[src/rtl/ascon_block_packer_pkg.sv]
// Shared constants and state encoding for the Ascon byte-to-block packer.
package ascon_block_packer_pkg;

  localparam logic [7:0] ASCON_PAD_BYTE = 8'h80;
  localparam int RATE64  = 64;
  localparam int RATE128 = 128;

  typedef enum logic [1:0] {
    FILL     = 2'd0,
    EMIT     = 2'd1,
    EMIT_PAD = 2'd2
  } packer_state_e;

endpackage

[src/rtl/ascon_block_packer_if.sv]
// Byte-side and block-side handshake bundle of the Ascon block packer.
// With ASCON_PACKER_NOPAD_EN defined the bundle carries the per-message pad_en_i.
interface ascon_block_packer_if #(
  parameter int BLOCK_WIDTH = 64,
  parameter int CNT_W       = $clog2(BLOCK_WIDTH/8) + 1
);
  logic [7:0]             in_data_i;
  logic                   in_valid_i;
  logic                   in_last_i;
  logic                   in_empty_i;
  logic                   in_ready_o;
  logic [BLOCK_WIDTH-1:0] blk_o;
  logic                   blk_valid_o;
  logic                   blk_ready_i;
  logic                   blk_last_o;
  logic [CNT_W-1:0]       blk_nbytes_o;
`ifdef ASCON_PACKER_NOPAD_EN
  logic                   pad_en_i;
`endif

  modport slave (
`ifdef ASCON_PACKER_NOPAD_EN
    input  pad_en_i,
`endif
    input  in_data_i, in_valid_i, in_last_i, in_empty_i, blk_ready_i,
    output in_ready_o, blk_o, blk_valid_o, blk_last_o, blk_nbytes_o
  );

  modport master (
`ifdef ASCON_PACKER_NOPAD_EN
    output pad_en_i,
`endif
    output in_data_i, in_valid_i, in_last_i, in_empty_i, blk_ready_i,
    input  in_ready_o, blk_o, blk_valid_o, blk_last_o, blk_nbytes_o
  );
endinterface

[src/rtl/ascon_block_packer_byte_insert.sv]
// ascon_byte_insert: writes a byte into slot 'slot' of a block and zeros every later slot.
// Slot indices at or beyond the block size leave the block unchanged.
module ascon_byte_insert #(
  parameter int BLOCK_WIDTH = 64,
  parameter int CNT_W       = $clog2(BLOCK_WIDTH/8) + 1
) (
  input  logic [BLOCK_WIDTH-1:0] blk_in,
  input  logic [CNT_W-1:0]       slot,
  input  logic [7:0]             byte_in,
  output logic [BLOCK_WIDTH-1:0] blk_out
);
  localparam int NB = BLOCK_WIDTH / 8;

  always_comb begin
    blk_out = blk_in;
    for (int k = 0; k < NB; k++) begin
      if (CNT_W'(k) == slot) begin
        blk_out[BLOCK_WIDTH-1-8*k -: 8] = byte_in;
      end else if (CNT_W'(k) > slot) begin
        blk_out[BLOCK_WIDTH-1-8*k -: 8] = 8'h00;
      end
    end
  end
endmodule

[src/rtl/ascon_block_packer.sv]
// Streaming byte-to-block packer with Ascon 10* padding (rate 64 or 128 bits).
// Optional ASCON_PACKER_NOPAD_EN adds a per-message pad enable for key/nonce loading.
//
//   state    | meaning
//   FILL     | accepting message bytes into the block buffer
//   EMIT     | holding a completed data block for the consumer
//   EMIT_PAD | holding the extra all-padding block after a full last block
module ascon_block_packer
  import ascon_block_packer_pkg::*;
#(
  parameter int BLOCK_WIDTH = 64,
  parameter int CNT_W       = $clog2(BLOCK_WIDTH/8) + 1
) (
  input  logic                 clk_i,
  input  logic                 rst_ni,
  ascon_block_packer_if.slave  bus
);
  localparam int NB = BLOCK_WIDTH / 8;
  localparam logic [1:0] ST_FILL     = FILL;
  localparam logic [1:0] ST_EMIT     = EMIT;
  localparam logic [1:0] ST_EMIT_PAD = EMIT_PAD;
  localparam logic [CNT_W-1:0] NB_C = CNT_W'(NB);
  localparam logic [BLOCK_WIDTH-1:0] PAD_BLK = {ASCON_PAD_BYTE, {(BLOCK_WIDTH-8){1'b0}}};

  logic [1:0]             state;
  logic [CNT_W-1:0]       cnt;
  logic [CNT_W-1:0]       cnt_after;
  logic [CNT_W-1:0]       nbytes_q;
  logic [BLOCK_WIDTH-1:0] blk_q;
  logic [BLOCK_WIDTH-1:0] data_blk;
  logic [BLOCK_WIDTH-1:0] base_blk;
  logic [BLOCK_WIDTH-1:0] pad_blk;
  logic                   last_q;
  logic                   pad_pending;
  logic                   accept;
  logic                   empty_beat;
  logic                   pad_en_eff;

  assign accept     = bus.in_valid_i && (state == ST_FILL);
  assign empty_beat = bus.in_last_i && bus.in_empty_i;
  assign cnt_after  = empty_beat ? cnt : cnt + 1'b1;
  assign base_blk   = empty_beat ? blk_q : data_blk;

  ascon_byte_insert #(.BLOCK_WIDTH(BLOCK_WIDTH), .CNT_W(CNT_W)) u_data_ins (
    .blk_in  (blk_q),
    .slot    (cnt),
    .byte_in (bus.in_data_i),
    .blk_out (data_blk)
  );

  ascon_byte_insert #(.BLOCK_WIDTH(BLOCK_WIDTH), .CNT_W(CNT_W)) u_pad_ins (
    .blk_in  (base_blk),
    .slot    (cnt_after),
    .byte_in (ASCON_PAD_BYTE),
    .blk_out (pad_blk)
  );

`ifdef ASCON_PACKER_NOPAD_EN
  // pad_en is latched on the first beat so mid-message toggles are ignored
  logic pad_en_q;
  logic msg_open;
  assign pad_en_eff = msg_open ? pad_en_q : bus.pad_en_i;

  always_ff @(posedge clk_i) begin
    if (!rst_ni) begin
      pad_en_q <= 1'b1;
      msg_open <= 1'b0;
    end else if (accept) begin
      msg_open <= !bus.in_last_i;
      if (!msg_open) pad_en_q <= bus.pad_en_i;
    end
  end
`else
  assign pad_en_eff = 1'b1;
`endif

  assign bus.in_ready_o   = (state == ST_FILL);
  assign bus.blk_valid_o  = (state == ST_EMIT) || (state == ST_EMIT_PAD);
  assign bus.blk_o        = blk_q;
  assign bus.blk_last_o   = last_q;
  assign bus.blk_nbytes_o = nbytes_q;

  always_ff @(posedge clk_i) begin
    if (!rst_ni) begin
      state       <= ST_FILL;
      cnt         <= '0;
      nbytes_q    <= '0;
      blk_q       <= '0;
      last_q      <= 1'b0;
      pad_pending <= 1'b0;
    end else begin
      case (state)
        ST_FILL: begin
          if (accept) begin
            if (!empty_beat && cnt_after == NB_C) begin
              blk_q    <= data_blk;
              nbytes_q <= NB_C;
              state    <= ST_EMIT;
              // a full last block defers the 10* padding to a block of its own
              if (bus.in_last_i && pad_en_eff) begin
                last_q      <= 1'b0;
                pad_pending <= 1'b1;
              end else begin
                last_q <= bus.in_last_i;
              end
            end else if (bus.in_last_i) begin
              blk_q    <= pad_en_eff ? pad_blk : base_blk;
              nbytes_q <= cnt_after;
              last_q   <= 1'b1;
              state    <= ST_EMIT;
            end else begin
              blk_q <= data_blk;
              cnt   <= cnt_after;
            end
          end
        end
        ST_EMIT: begin
          if (bus.blk_ready_i) begin
            if (pad_pending) begin
              blk_q    <= PAD_BLK;
              nbytes_q <= '0;
              last_q   <= 1'b1;
              state    <= ST_EMIT_PAD;
            end else begin
              blk_q    <= '0;
              cnt      <= '0;
              nbytes_q <= '0;
              last_q   <= 1'b0;
              state    <= ST_FILL;
            end
          end
        end
        ST_EMIT_PAD: begin
          if (bus.blk_ready_i) begin
            pad_pending <= 1'b0;
            blk_q       <= '0;
            cnt         <= '0;
            nbytes_q    <= '0;
            last_q      <= 1'b0;
            state       <= ST_FILL;
          end
        end
        default: state <= ST_FILL;
      endcase
    end
  end
endmodule

[src/flat_wrapper.sv]
// flat-port wrapper written by rule: the top's interface ports become plain ports
module ascon_block_packer_flat import ascon_block_packer_pkg::*;
#(
  parameter int BLOCK_WIDTH = 64,
  parameter int CNT_W       = $clog2(BLOCK_WIDTH/8) + 1
)
  (clk_i, rst_ni, bus_in_data_i, bus_in_valid_i, bus_in_last_i, bus_in_empty_i, bus_blk_ready_i, bus_in_ready_o, bus_blk_o, bus_blk_valid_o, bus_blk_last_o, bus_blk_nbytes_o);
  ascon_block_packer_if #(.BLOCK_WIDTH(BLOCK_WIDTH), .CNT_W(CNT_W)) bus_i ();
  input  logic clk_i;
  input  logic rst_ni;
  input wire logic [$bits(bus_i.in_data_i)-1:0] bus_in_data_i;
  input wire logic [$bits(bus_i.in_valid_i)-1:0] bus_in_valid_i;
  input wire logic [$bits(bus_i.in_last_i)-1:0] bus_in_last_i;
  input wire logic [$bits(bus_i.in_empty_i)-1:0] bus_in_empty_i;
  input wire logic [$bits(bus_i.blk_ready_i)-1:0] bus_blk_ready_i;
  output wire logic [$bits(bus_i.in_ready_o)-1:0] bus_in_ready_o;
  output wire logic [$bits(bus_i.blk_o)-1:0] bus_blk_o;
  output wire logic [$bits(bus_i.blk_valid_o)-1:0] bus_blk_valid_o;
  output wire logic [$bits(bus_i.blk_last_o)-1:0] bus_blk_last_o;
  output wire logic [$bits(bus_i.blk_nbytes_o)-1:0] bus_blk_nbytes_o;
  assign bus_i.in_data_i = bus_in_data_i;
  assign bus_i.in_valid_i = bus_in_valid_i;
  assign bus_i.in_last_i = bus_in_last_i;
  assign bus_i.in_empty_i = bus_in_empty_i;
  assign bus_i.blk_ready_i = bus_blk_ready_i;
  assign bus_in_ready_o = bus_i.in_ready_o;
  assign bus_blk_o = bus_i.blk_o;
  assign bus_blk_valid_o = bus_i.blk_valid_o;
  assign bus_blk_last_o = bus_i.blk_last_o;
  assign bus_blk_nbytes_o = bus_i.blk_nbytes_o;
  ascon_block_packer #(.BLOCK_WIDTH(BLOCK_WIDTH), .CNT_W(CNT_W)) u_core (.clk_i(clk_i), .rst_ni(rst_ni), .bus(bus_i));
endmodule
[config.mk]
export PLATFORM = sky130hd
export DESIGN_NAME = ascon_block_packer_flat
export DESIGN_NICKNAME = d
export VERILOG_FILES = /design/src/rtl/ascon_block_packer_pkg.sv /design/src/rtl/ascon_block_packer_if.sv /design/src/rtl/ascon_block_packer_byte_insert.sv /design/src/rtl/ascon_block_packer.sv /design/src/flat_wrapper.sv
export SDC_FILE = /design/constraint.sdc
export NUM_CORES = 1
export LEC_CHECK = 0
export CAP_MARGIN = 20
export CORE_MARGIN = 3
export CORE_UTILIZATION = 41
export DETAILED_ROUTE_END_ITERATION = 6
export PLACE_DENSITY = 0.7
export SETUP_SLACK_MARGIN = 0.15
export SLEW_MARGIN = 20
export SYNTH_ARGS = -nofsm -noshare
export SYNTH_HDL_FRONTEND = slang
export SYNTH_SLANG_ARGS = --single-unit
[constraint.sdc]
create_clock -name clk_i -period 2.6 [get_ports clk_i]
set_input_delay 0.52 -clock clk_i [delete_from_list [all_inputs] [get_ports clk_i]]
set_output_delay 0.52 -clock clk_i [all_outputs]
set_load 0.03 [all_outputs]
==> results.toml, run 1 <==
[status]
outcome = "completed"

[routing]
dr_wl_met2_um = 5570
vias_per_cell = 5.77
wl_met3_um = 774
met1_length_um = 5240
vias = 3565
firstDrtPassIters = 6
ant_nets = 0
drc = 0
routed.top_layer = "met4"
routedWlPerCell_um = 19.1
wl_um = 11800
first_iter_violations = 318

[worst_setup_path]
slowest_delay_ns = 0.54
critPathCaptureType = "flip-flop"
crit_chain = "clkdlybuf4s50_1, and4b_1, xnor2_2, buf_4, a21oi_1, o21ai_0, a21oi_1, a22o_1"
crit_top_cell = "a21oi_1"
crit_fanout = 7
cp_slowest_cell = "a21oi_1"
critPathLaunchType = "input port"
cp.arrival_ns = 2.64
cp_top_family = "compound AO/OA/AOI/OAI gates"
path_class = "in2reg"
critPathRequiredTime_ns = 2.90
crit_buf_inv = 2

[power]
pwr-share-seq_pct = 44.5
swShare_pct = 33.9
p_int_mw = 1.81
p_sw_mw = 0.929
powerDensity_nw_per_um2 = 531
p_comb_share_pct = 22.4
p_clk_share_pct = 33.1
vdd_ir_drop_max_mv = 0.255
leakage_nw = 1.97

[yosys]
synth.distinct_cells = 70
syn_inst = 385
synth_mux_area_share_pct = 5.17
synth_area_leaders = "dfxtp_1 41%, a22o_1 6.6%, a32o_1 6.0%"
ys_ff_latch = 76
synth_top_area_share_pct = 41.1
synth_top_family_by_area = "compound AO/OA/AOI/OAI gates"
yosysWarnings = 0
synth_common_cells = "76 x dfxtp_1, 37 x nand2_1, 28 x a22o_1"
yosysMostFrequentCell = "dfxtp_1"
synth_compound_area_share_pct = 27.7
synth_edf_count = 0
syn_nets = 407
async_flop_share_pct = 0
avgSynthCellArea_um2 = 9.61
synth-xor-area-share_pct = 1.62
synth_ff_type = "dfxtp_1"
synth_fa_ha_area_share_pct = 2.71
synth_top_cell_by_area = "dfxtp_1"
seq_area_frac_synth_pct = 41.1
syn_area_um2 = 3700
synthSimpleGateAreaFrac_pct = 17.3

[clock_tree]
cts_sinks = 76
cts_tree = "built"
cts_buffers = 9
clock-root-buffer = "clkbuf_8"
clock_path_buffers = 2
hold_buffers = 0
clk_latency_ns = 0.36
clkTransAtPathRegs_ns = 0.09
cts_max_level = 3

[sta]
slew_violations = 0
slew_headroom_pct = 57.4
tns_ns = 0
period_needed_ns = 2.34
fin_ws_ns = 0.265
period_share_pct = 89.8
rsz0062_at_grt = "no"
fmax_ghz = 0.428
max_slew.worst_pin.slew_ns = 0.639
setup_viol = 0
hold_viol = 0
fin_skew_ns = 0.00899

[floorplan]
fp.coreArea_um2 = 8760
start_util_pct = 42.2
num_rows = 34
die-area_um2 = 10200
ios = 85
die_h_um = 101
die_x_um = 101

[place]
hpwlAfterDp_um = 8800
gp_congestion = 0.958
portBuffers = 84
preCtsSetupSlack_ns = -0.0651
dpl_cell_area_um2 = 4950

[cells_and_area]
fillers = 796
stdcell_area_um2 = 5160
area_growth_pct = 39.5
nNetsFinal = 527
antennaDiodeCount = 0
drive_gt1_share_pct = 19.6

[flow_run]
max-cap-violations = 0

[global_route]
grt_pass1_wl_um = 19000
grt_max_degree = 29
antenna_found_initial = 0
grt_pass1_vias = 3484
grt_remaining_overflow = 0
track_usage_pct = 23.9

[worst_hold_path]
worstHoldPathType = "reg2reg"
## through the flow
step / total power [mW] / utilization [%] / hold slack (ns) / instances
after detailed placement: 1.85 / 56.5 / 0.453 / 601
after global routing: 2.86 / 58.9 / 0.495 / 618
final: 2.74 / 58.9 / 0.466 / 618
after global placement: 1.84 / 56.5 / 0.449 / 601
after floorplan: 1.59 / - / 0.490 / 385
after CTS: 2.75 / 58.7 / 0.475 / 617
## state kept, by name, indices dropped and copies added, names as in the netlist
name                     cells
u_core.bus.blk_o            64
u_core.bus.blk_nbytes_o      4
u_core.cnt                   4
u_core.state                 2
u_core.bus.blk_last_o        1
u_core.pad_pending           1
## power by group through the flow
stage / clock network, mW / logic [mW] / registers (mW)
final: 0.907 / 0.613 / 1.22
after CTS: 0.930 / 0.604 / 1.22
after global routing: 0.983 / 0.658 / 1.22
after global placement: 0 / 0.601 / 1.24
after floorplan: 0 / 0.293 / 1.30
after detailed placement: 0 / 0.602 / 1.25
## cells in the final DEF (no fill, tap or decap), types with 12 or more instances in the layout
cell	netlist	layout
nand3_1	14	14
mux2i_1	12	12
o21ai_0	14	14
a32o_1	22	22
clkdlybuf4s50_1	0	83
dfxtp_1	76	75
nor2_1	21	21
buf_4	3	54
a21oi_1	13	13
nand2_1	37	37
a22o_1	28	28
## path summary, 6_finish.rpt
check | from | end | slack [ns] | depth (start not counted)
max | bus_in_empty_i | u_core.bus.blk_o[35]$_SDFFE_PN0P_ | 0.26 | 8
min | u_core.bus.blk_last_o$_SDFFE_PN0P_ | u_core.bus.blk_last_o$_SDFFE_PN0P_ | 0.47 | 2
max reg2reg | u_core.state[0]$_SDFFE_PN0P_ | u_core.bus.blk_o[13]$_SDFFE_PN0P_ | 0.32 | 8
min reg2reg | u_core.bus.blk_last_o$_SDFFE_PN0P_ | u_core.bus.blk_last_o$_SDFFE_PN0P_ | 0.47 | 2
## kinds of logic after synthesis
kind of cell               after synthesis
AOI/OAI and AO/OA                      126
adders and majority gates                8
muxes                                   17
and+or+nand+nor                        114
DFF                                     76
buffers and inverters                   38
xor gates and xnor gates                 6
## final cells by class
class                           count  area [um2]  share of cell area, %
Clock buffer                        9         124                   2.40
Tap cell                          108         135                   2.62
Sequential cell                    76        1520                   29.5
Inverter                            9        33.8                  0.655
Clock inverter                      7        70.1                   1.36
Timing Repair Buffer              138        1240                   24.1
Multi-Input combinational cell    271        2030                   39.3
## worst reg2reg max path, delay by kind of cell (launching register included)
family                     cells  cell delay [ns]
and+or+nand+nor                3             0.73
buffers and inverters          1             0.08
AOI/OAI and AO/OA              3             0.75
adders and majority gates      1             0.23
DFF                            1             0.40
## per-layer routing
| metal | GRT usage [%] | vias up |
|---|---|---|
| met5 | 0 | - |
| met4 | 7.77 | 0 |
| met3 | 4.98 | 21 |
| met2 | 36.7 | 134 |
| met1 | 33.4 | 1719 |
| li1 | - | 1691 |
## what timing repair did
| action | in CTS | in global routing |
|---|---|---|
| buffers inserted | 0 | 1 |
| gates cloned | 0 | 0 |
| hold endpoints to repair | 0 | 0 |
| gates resized for setup | 1 | 2 |
| setup endpoints to repair | 1 | 34 |
(Power assumes the default switching activity.)
==> run 2: changes to the inputs <==
- CTS_BUF_LIST: default -> sky130_fd_sc_hd__clkbuf_8
==> results of run 2 <==
No change in the layout: final DEF, timing and power equal those of run 1.
==> run 3: changes to the inputs <==
==> constraint.sdc (replaced) <==
create_clock -name clk_i -period 2.6 [get_ports clk_i]
set_input_delay 0.52 -clock clk_i [delete_from_list [all_inputs] [get_ports clk_i]]
set_output_delay 0.52 -clock clk_i [all_outputs]
set_load 0.01 [all_outputs]
==> run 3 against run 2 <==
Clock skew is essentially flat. Final cell count is the same. Power shrank 1.6%. Critical path depth is the same. Core utilization is essentially flat. Critical path type unchanged. Hold slack gained 0.0011 ns. Non-clock buffer count is the same. Combinational power shrank 7.3%. Worst setup slack lost 0.0044 ns. Sequential cell count is the same.
==> results.toml, run 3 (synthesized netlist as in run 1, its figures left out) <==
[worst_setup_path]
crit_fanout = 7
crit_top_cell = "a21oi_1"
cp_slowest_cell = "a21oi_1"
crit_chain = "clkdlybuf4s50_1, and4b_1, xnor2_2, buf_4, a21oi_1, o21ai_0, a21oi_1, a22o_1"
crit_buf_inv = 2
slowest_delay_ns = 0.54
critPathCaptureType = "flip-flop"
cp_top_family = "compound AO/OA/AOI/OAI gates"
critPathRequiredTime_ns = 2.90
cp.arrival_ns = 2.64
critPathLaunchType = "input port"
path_class = "in2reg"

[power]
p_sw_mw = 0.881
pwr-share-seq_pct = 45.2
powerDensity_nw_per_um2 = 521
leakage_nw = 1.96
vdd_ir_drop_max_mv = 0.254
swShare_pct = 32.7
p_int_mw = 1.81
p_clk_share_pct = 33.7
p_comb_share_pct = 21.1

[sta]
max_slew.worst_pin.slew_ns = 0.680
setup_viol = 0
tns_ns = 0
slew_headroom_pct = 54.6
fin_skew_ns = 0.00903
slew_violations = 0
period_needed_ns = 2.34
fmax_ghz = 0.427
holdWs_ns = 0.467
period_share_pct = 90.0
hold_viol = 0
rsz0062_at_grt = "no"

[routing]
vias_per_cell = 5.75
routedWlPerCell_um = 19.1
vias = 3556
wl_um = 11800
ant_nets = 0
drc = 0
firstDrtPassIters = 5
first_iter_violations = 339

[flow_run]
max-cap-violations = 0

[place]
portBuffers = 84
gp_congestion = 0.958
hpwlAfterDp_um = 8800

[global_route]
grt_remaining_overflow = 0
track_usage_pct = 23.9
antenna_found_initial = 0
grt_pass1_vias = 3484
grt_max_degree = 29
grt_pass1_wl_um = 19000

[floorplan]
die_x_um = 101
ios = 85
num_rows = 34
fp.coreArea_um2 = 8760
start_util_pct = 42.2
die-area_um2 = 10200
die_h_um = 101

[clock_tree]
cts_tree = "built"
cts_sinks = 76
hold_buffers = 0
cts_max_level = 3
cts_buffers = 9
clock_path_buffers = 2
clkTransAtPathRegs_ns = 0.09
clk_latency_ns = 0.35
clock-root-buffer = "clkbuf_8"

[worst_hold_path]
worstHoldPathType = "reg2reg"

[cells_and_area]
antennaDiodeCount = 0
layout_common_cells = "84 x clkdlybuf4s50_1, 75 x dfxtp_1, 54 x buf_4"
drive_gt1_share_pct = 19.8
largest_reg_flops = 64
nNetsFinal = 527
final_common_cell = "clkdlybuf4s50_1"
area_growth_pct = 39.6

[status]
outcome = "completed"
## run 3: power groups by stage
stage | sequential [mW] | combinational [mW] | clock (mW)
detailed placement | 1.25 | 0.554 | 0
floorplan | 1.25 | 0.286 | 0
global route | 1.22 | 0.613 | 0.983
global placement | 1.24 | 0.553 | 0
CTS | 1.22 | 0.557 | 0.930
finish | 1.22 | 0.568 | 0.907
## run 3: path summary, 6_finish.rpt
check                                startpoint                                  to  slack, ns  cells after the start
max                              bus_in_empty_i   u_core.bus.blk_o[35]$_SDFFE_PN0P_       0.26                      8
min          u_core.bus.blk_last_o$_SDFFE_PN0P_  u_core.bus.blk_last_o$_SDFFE_PN0P_       0.47                      2
max reg2reg        u_core.state[0]$_SDFFE_PN0P_   u_core.bus.blk_o[13]$_SDFFE_PN0P_       0.32                      8
min reg2reg  u_core.bus.blk_last_o$_SDFFE_PN0P_  u_core.bus.blk_last_o$_SDFFE_PN0P_       0.47                      2
## run 3: final cells by class
cell class | instances | area [um2]
Clock buffer | 9 | 124
Inverter | 9 | 33.8
Clock inverter | 7 | 70.1
Timing Repair Buffer | 138 | 1250
Sequential cell | 76 | 1520
Fill cell | 796 | 3600
Tap cell | 108 | 135
Multi-Input combinational cell | 271 | 2030
## run 3: what timing repair did
item | in CTS | in global routing
resized for setup | 0 | 3
setup buffers | 0 | 1
endpoints found under the setup margin | 0 | 35
## run 3: worst min-delay path: cells and delay by family, from the launching register on
family / cells / cell delay [ns]
flops: 1 / 0.32
mux: 1 / 0.06
simple gates: 1 / 0.05
## run 3: metal layers
| metal | up-vias | GRT usage [%] | share of wire [%] |
|---|---|---|---|
| li1 | 1686 | - | - |
| met1 | 1719 | 33.4 | 46 |
| met2 | 128 | 36.7 | 47 |
| met3 | 23 | 4.98 | 5.2 |
| met4 | 0 | 7.77 | 1.6 |
| met5 | - | 0 | 0 |
## run 3: through the flow
stage               instance area, um2  total power, mW  util (%)  cells  setup WS (ns)
finish                            5160             2.69      58.9    618          0.260
global route                      5160             2.82      58.9    618          0.153
CTS                               5140             2.71      58.7    617          0.190
detailed placement                4950             1.80      56.5    601        -0.0651
global placement                  4950             1.80      56.5    601        -0.0253
floorplan                         3700             1.54         -    385          0.346
